## config.mk

```make
export PLATFORM = sky130hd
export DESIGN_NAME = module_hazard_sequencer
export DESIGN_NICKNAME = d
export VERILOG_FILES = /design/src/rtl/module_hazard_sequencer.sv
export SDC_FILE = /design/constraint.sdc
export NUM_CORES = 1
export LEC_CHECK = 0
export BUFFER_PORTS_ARGS = -buffer_cell sky130_fd_sc_hd__buf_2
export CORE_MARGIN = 2
export CORE_UTILIZATION = 36
export CTS_BUF_LIST = sky130_fd_sc_hd__clkbuf_2
export DETAILED_ROUTE_END_ITERATION = 16
export GPL_TIMING_DRIVEN = 0
export PLACE_DENSITY = 0.68
export SLEW_MARGIN = 20
export SYNTH_ARGS = -nofsm -noshare
export SYNTH_HDL_FRONTEND = slang
export SYNTH_SLANG_ARGS = --single-unit
```

## constraint.sdc

```tcl
create_clock -name clk_i -period 1.9 [get_ports clk_i]
set_input_delay 0.095 -clock clk_i [delete_from_list [all_inputs] [get_ports clk_i]]
set_output_delay 0.095 -clock clk_i [all_outputs]
set_load 0.01 [all_outputs]
```

## src/rtl/module_hazard_sequencer.sv

```systemverilog
// ============================================================================
// module_hazard_sequencer : pipeline enable/flush sequencer (optional HAZARD_PERF_CNT_EN)
// Revision: 1.0
// ============================================================================
`default_nettype none

module module_hazard_sequencer #(
  parameter int MEM_TIMEOUT = 15,
  parameter int CNT_W       = 4
) (
  input  logic       clk_i,
  input  logic       rst_i,
  input  logic [4:0] id_rs1_i,
  input  logic [4:0] id_rs2_i,
  input  logic       id_use_rs1_i,
  input  logic       id_use_rs2_i,
  input  logic [4:0] ex_rd_i,
  input  logic       ex_memread_i,
  input  logic       ex_branch_taken_i,
  input  logic       dmem_req_i,
  input  logic       dmem_ack_i,
  output logic       en_pc_o,
  output logic       en_ifid_o,
  output logic       en_idex_o,
  output logic       en_exmem_o,
  output logic       en_memwb_o,
  output logic       flush_ifid_o,
  output logic       flush_idex_o,
  output logic       mem_fault_o
`ifdef HAZARD_PERF_CNT_EN
  ,
  output logic [31:0] stall_cycles_o,
  output logic [31:0] flush_events_o
`endif
);

  localparam logic [1:0] ST_RUN      = 2'd0;
  localparam logic [1:0] ST_MEM_WAIT = 2'd1;
  localparam logic [1:0] ST_FAULT    = 2'd2;

  localparam logic [CNT_W-1:0] TIMEOUT = CNT_W'(MEM_TIMEOUT);

  logic [1:0]       state;
  logic [1:0]       state_nxt;
  logic [CNT_W-1:0] wait_cnt;
  logic [CNT_W-1:0] wait_cnt_nxt;

  logic       mem_stall;
  logic       mem_done;
  logic       load_use;
  logic [4:0] run_en;
  logic       run_flush_ifid;
  logic       run_flush_idex;
  logic [4:0] en;
  logic       flush_ifid;
  logic       flush_idex;

  assign mem_stall = dmem_req_i & ~dmem_ack_i;
  assign mem_done  = dmem_req_i & dmem_ack_i;

  // x0 is hardwired zero, so a load targeting it never creates a dependency.
  assign load_use = ex_memread_i & (ex_rd_i != 5'd0) &
                    ((id_use_rs1_i & (id_rs1_i == ex_rd_i)) |
                     (id_use_rs2_i & (id_rs2_i == ex_rd_i)));

  // Unfrozen pipe behaviour; a taken branch squashes the dependent instruction anyway.
  always_comb begin
    run_en         = 5'b11111;
    run_flush_ifid = 1'b0;
    run_flush_idex = 1'b0;
    if (ex_branch_taken_i) begin
      run_flush_ifid = 1'b1;
      run_flush_idex = 1'b1;
    end else if (load_use) begin
      run_en         = 5'b00111;
      run_flush_idex = 1'b1;
    end
  end

  always_comb begin
    en           = 5'b00000;
    flush_ifid   = 1'b0;
    flush_idex   = 1'b0;
    state_nxt    = state;
    wait_cnt_nxt = wait_cnt;
    case (state)
      ST_RUN: begin
        if (mem_stall) begin
          state_nxt    = ST_MEM_WAIT;
          wait_cnt_nxt = CNT_W'(1);
        end else begin
          en         = run_en;
          flush_ifid = run_flush_ifid;
          flush_idex = run_flush_idex;
        end
      end
      ST_MEM_WAIT: begin
        if (mem_done) begin
          en           = run_en;
          flush_ifid   = run_flush_ifid;
          flush_idex   = run_flush_idex;
          state_nxt    = ST_RUN;
          wait_cnt_nxt = '0;
        end else if (wait_cnt == TIMEOUT) begin
          state_nxt = ST_FAULT;
        end else begin
          wait_cnt_nxt = wait_cnt + CNT_W'(1);
        end
      end
      ST_FAULT: begin
        state_nxt = ST_FAULT;
      end
      default: begin
        state_nxt    = ST_RUN;
        wait_cnt_nxt = '0;
      end
    endcase
  end

  always_ff @(posedge clk_i or negedge rst_i) begin
    if (!rst_i) begin
      state    <= ST_RUN;
      wait_cnt <= '0;
    end else begin
      state    <= state_nxt;
      wait_cnt <= wait_cnt_nxt;
    end
  end

  // Outputs are forced low asynchronously while reset is held.
  assign en_pc_o      = rst_i & en[4];
  assign en_ifid_o    = rst_i & en[3];
  assign en_idex_o    = rst_i & en[2];
  assign en_exmem_o   = rst_i & en[1];
  assign en_memwb_o   = rst_i & en[0];
  assign flush_ifid_o = rst_i & flush_ifid;
  assign flush_idex_o = rst_i & flush_idex;
  assign mem_fault_o  = rst_i & (state == ST_FAULT);

`ifdef HAZARD_PERF_CNT_EN
  always_ff @(posedge clk_i or negedge rst_i) begin
    if (!rst_i) begin
      stall_cycles_o <= '0;
      flush_events_o <= '0;
    end else begin
      if (!en_pc_o && (stall_cycles_o != 32'hFFFF_FFFF)) begin
        stall_cycles_o <= stall_cycles_o + 32'd1;
      end
      if (flush_ifid_o && (flush_events_o != 32'hFFFF_FFFF)) begin
        flush_events_o <= flush_events_o + 32'd1;
      end
    end
  end
`endif

endmodule

`default_nettype wire
```

# --- After elaboration in Yosys (flattened, before gate mapping) ---
# Index checks and enable logic that the tools add are counted.
classes:
  n_mux: 22
  n_addsub: 1
  bitwise: 17
  eq_ne: 8
  reduce_logical: 4
op_table:
  columns: ["op", "n"]
  rows:
  - ["two-way mux 5 bit", 4]
  - ["AND 1 bit", 14]
  - ["two-way mux 4 bit", 3]
  - ["case mux 4 bit (3 select lines)", 1]
  - ["equality test 5 bit", 2]
  - ["case mux 5 bit (2 select lines)", 1]
  - ["two-way mux 1 bit", 7]
  - ["two-way mux 2 bit", 3]
  - ["inequality test 3 bit (second input constant)", 2]
  - ["case mux 2 bit (3 select lines)", 1]
  - ["nonzero test 5 bit", 1]
  - ["adder 4 x 1 -> 4 bit (second input constant)", 1]
  - ["equality test 4 bit (second input constant)", 1]
  - ["case mux 1 bit (2 select lines)", 2]
  - ["AND reduction 3 bit", 1]
  - ["equality test 2 x 1 -> 1 bit (second input constant)", 1]
  - ["equality test 2 bit (second input constant)", 1]
  - ["logical NOT 2 bit", 1]
  - ["inequality test 2 bit (second input constant)", 1]
  - ["inverter 1 bit", 2]
  - ["AND reduction 2 bit", 1]
  - ["OR 1 bit", 1]
word_totals:
  input_bits: 23
  register_bits: 6
  output_inout_bits: 8

# --- Longest topological paths before layout ---
depth:
  word_depth: 9
  depth_mapped: 5

# --- Least setup slack after synthesis ---
# No wires, ideal clock.
synth_timing:
  path_type: "register -> output"
  start: "register state[0]"
  end: "output en_pc_o"
  arrival_time_ns: 1.416
  path_slack_ns: 0.389
  stages_incl_launch_ff: 6
  t_required_ns: 1.805
  n_path_buf: 2
  cell_sequence: "dfrtp_1 > buf_6 > nor2b_4 > nor4b_4 > o31a_1 > buf_4"
synth_between:
  elab_chain_len: 3
  elab_cells_between_ends: 4
  classes_between: "1 x eq/ne; 1 x mux; 1 x bitwise; 1 x reduce/logical"
synth_rtl:
  columns: ["element", "line", "source"]
  rows:
  - ["start, declared", "43", "logic [1:0] state;"]
  - ["start signal, assigned", "125", "state <= state_nxt;"]
  - ["equality test 2 x 1 -> 1 bit / logical NOT 2 bit (equally long branches)", "86", "case (state)"]
  - ["case mux 5 bit (2 select lines) *", "86", null]
  - ["AND 1 bit *", "131", "assign en_pc_o = rst_i & en[4];"]
  - ["end, declared", "22", "output logic en_pc_o,"]
# Every way passes the cells marked *; elsewhere a longest branch is shown, timed or not.

# --- Worst setup path in the final report ---
layout_timing:
  start: "register state[0]"
  end: "output flush_idex_o"
layout_between:
  elab_chain_len: 3
  elab_cells_between_ends: 4
  classes_between: "1 x eq/ne; 1 x mux; 1 x bitwise; 1 x reduce/logical"
layout_rtl:
  columns: ["element", "line", "source"]
  rows:
  - ["equality test 2 x 1 -> 1 bit / logical NOT 2 bit (equally long branches)", "86", null]
  - ["case mux 1 bit (2 select lines) *", "86", null]
  - ["AND 1 bit *", "137", "assign flush_idex_o = rst_i & flush_idex;"]
  - ["end, declared", "28", "output logic flush_idex_o,"]
# Marks and branches as above.

==> flow_summary_export.csv <==
group,metric,value,unit
power_and_ir_drop,vdd_drop_max,358,uV
cts,clk_pin_slew,0.06,ns
sta,drv_slew,0,
finish,syn_to_final_growth,35.9,%
sta,fmax,571,MHz
global_routing,track_usage,15.1,%
setup_path,worstSetupEndpointType,"output port",
cts,cts_buffer_depth,2,
die,ios,31,
global_routing,antenna_found_initial,0,
power_and_ir_drop,powerDensity,578,nW/um^2
logic_synthesis,syn_area,543,sq um
die,die_w,42.8,um
logic_synthesis,synth_top_area_share,27.6,%
placed_design,gp_congestion,0.732,
sta,tns,0,ns
global_routing,grt_max_degree,10,
drt,vias,553,
finish,utilization,50.8,%
setup_path,critPathKind,"reg -> out",
cts,cts.sinks,6,
placed_design,port-buffer-count,30,
finish,n_antenna_cell,0,
finish,drive_gt1_share,46.2,%
die,start_util,37.3,%
finish,layout.nets,117,
sta,relSlewSlack,76.8,%
drt,wirelength_met1,475,um
cts,postCtsSetupRepairBufs,0,
power_and_ir_drop,leakage,0.376,nW
sta,min_period_over_period,92.2,%
setup_path,cpPeakStageDelay,0.37,ns
cts,clk_latency,0.22,ns
logic_synthesis,ys_seq_elements,6,
sta,grt_setup_unrepaired,"no",
status,outcome,"finished, final reports clean",
drt,via_per_inst,5.17,
sta,tightest_slew,0.346,ns
logic_synthesis,postSynth.asyncResetShare,100,%
setup_path,cp_top_family,"simple AND/OR/NAND/NOR gates",
drt,drcViolationCount,0,
logic_synthesis,synth_edf_count,0,
logic_synthesis,ys_top_cells_by_area,"dfrtp_1, xor2_1, a21oi_1",
sta,hold_violations,0,
die,dieArea,1840,sq um
sta,setup_viol,0,
setup_path,cp_max_fo,9,
drt,drt_iter0_markers,6,
cts,root_buffer,"clkbuf_2",
drt,dr_wl_met2,600,um
sta,fin_crit,1.75,ns
setup_path,crit_buf_inv,2,
drt,wl_per_cell,11.7,um
logic_synthesis,ys.flop_type,"dfrtp_1",
run,max-cap-violations,0,
logic_synthesis,syn_nets,81,
setup_path,startpoint_type,"flip-flop",
global_routing,first_global_vias,515,
setup_path,worstPathRequired,1.80,ns
die,rows,14,
die,coreArea,1450,sq um
setup_path,arrival,1.66,ns
drt,met3WireLength,163,um
cts,cts_buffers,3,
global_routing,gr-total-overflow,0,
global_routing,grt_pass1_wl,2.05,mm
drt,dr.pass1.iters,3,
drt,routed.top_layer,"met4",
cts,h-tree-depth,1,
placed_design,hpwl,1.01,mm
die,die_y,42.8,um
logic_synthesis,post-synth-top-area-cell,"dfrtp_1",
logic_synthesis,synth_cell_type_count,31,
cts,tritoncts,"yes",
logic_synthesis,avgSynthCellArea,9.53,sq um
drt,ant_nets,0,
sta,skew,0.00291,ns
logic_synthesis,synth_seq_area_share,27.6,%
drt,wirelength,1.25,mm
setup_path,cp_slowest_cell,"dfrtp_1",
worst_hold_path,worst_hold_path_type,"in -> reg",
logic_synthesis,ys_warn_count,0,
setup_path,path_cells,"buf_6 -> nor2b_4 -> nor4b_4 -> and2_4 -> o21bai_1 -> buf_2",
logic_synthesis,postSynthCellCount,57,
==> report_power, final <==
part / internal, mW / leakage [nW] / switching [mW]
registers: 0.151 / 0.0771 / 0.0219
logic: 0.0866 / 0.287 / 0.0807
clock network: 0.0427 / 0.0125 / 0.0432
==> synthesized netlist by cell type (2+ instances only) <==
library cell,count
dfrtp_1,6
o211ai_1,2
a21o_1,2
o21ai_0,3
a21oi_1,5
inv_1,2
buf_4,3
xor2_1,8
nand2_1,3
xnor2_1,2
==> cells in the final DEF (no fill, tap or decap), types with 3 or more instances in the layout <==
cell and n:
buf_2 30, a21oi_1 5, dfrtp_1 6, xor2_1 8, buf_4 3, nand2_1 3, clkbuf_2 3, o21ai_0 3
==> registers in the layout, indices dropped and copies added, names as in the netlist <==
| register | count |
|---|---|
| state | 2 |
| wait_cnt | 4 |
==> final cells by class <==
cell class,count,area [sq um]
timing repair buffer,31,160
inverter,2,7.51
sequential,6,150
clock buffer,3,15.0
buffer,4,33.8
fill,150,716
tap,16,20.0
multi-input combinational,45,352
==> path summary, 6_finish.rpt <==
kind | start | slack [ns] | to | cells after the start
max | state[0] | 0.15 | flush_idex_o | 6
min | dmem_ack_i | 0.21 | state[0] | 4
max reg2reg | wait_cnt[0] | 0.57 | wait_cnt[0] | 4
min reg2reg | wait_cnt[1] | 0.52 | wait_cnt[1] | 1
max in group asynchronous | rst_i | 1.50 | state[1] | 2
min in group asynchronous | rst_i | 0.24 | wait_cnt[3] | 2
==> per-stage QoR <==
stage	hold slack (ns)	total power [mW]	cell area (sq um)	cells	setup WS, ns
floorplan	-0.201	0.278	543	57	0.389
global placement	-0.0598	0.334	713	103	0.395
detailed placement	-0.0610	0.340	713	103	0.373
CTS	0.195	0.434	738	107	0.109
global route	0.233	0.461	738	107	0.0163
finish	0.213	0.426	738	107	0.148
==> what timing repair did <==
action	CTS	global route
hold buffers	1	0
resized for setup	0	0
hold endpoints to repair	6	0
==> kinds of logic after synthesis <==
kind of cell / share of synthesized area (%)
compound gates: 24.9
xor+xnor: 16.1
fa+ha+maj: 2.30
buf+inv: 7.60
flops: 27.6
simple gates: 21.4
==> routing by layer <==
| layer | track usage [%] | vias up |
|---|---|---|
| met2 | 26.4 | 28 |
| met4 | 7.50 | 0 |
| met5 | 0 | - |
| met1 | 14.7 | 246 |
| met3 | 6.81 | 2 |
| li1 | - | 277 |
==> worst register-to-register path, stage by stage (launching register included) <==
cell and delay, ns:
dfrtp_1 0.39, ha_1 0.23, nand3_1 0.18, o21ai_0 0.29
a22oi_1 0.13
Power figures use the tool's default switching activity.
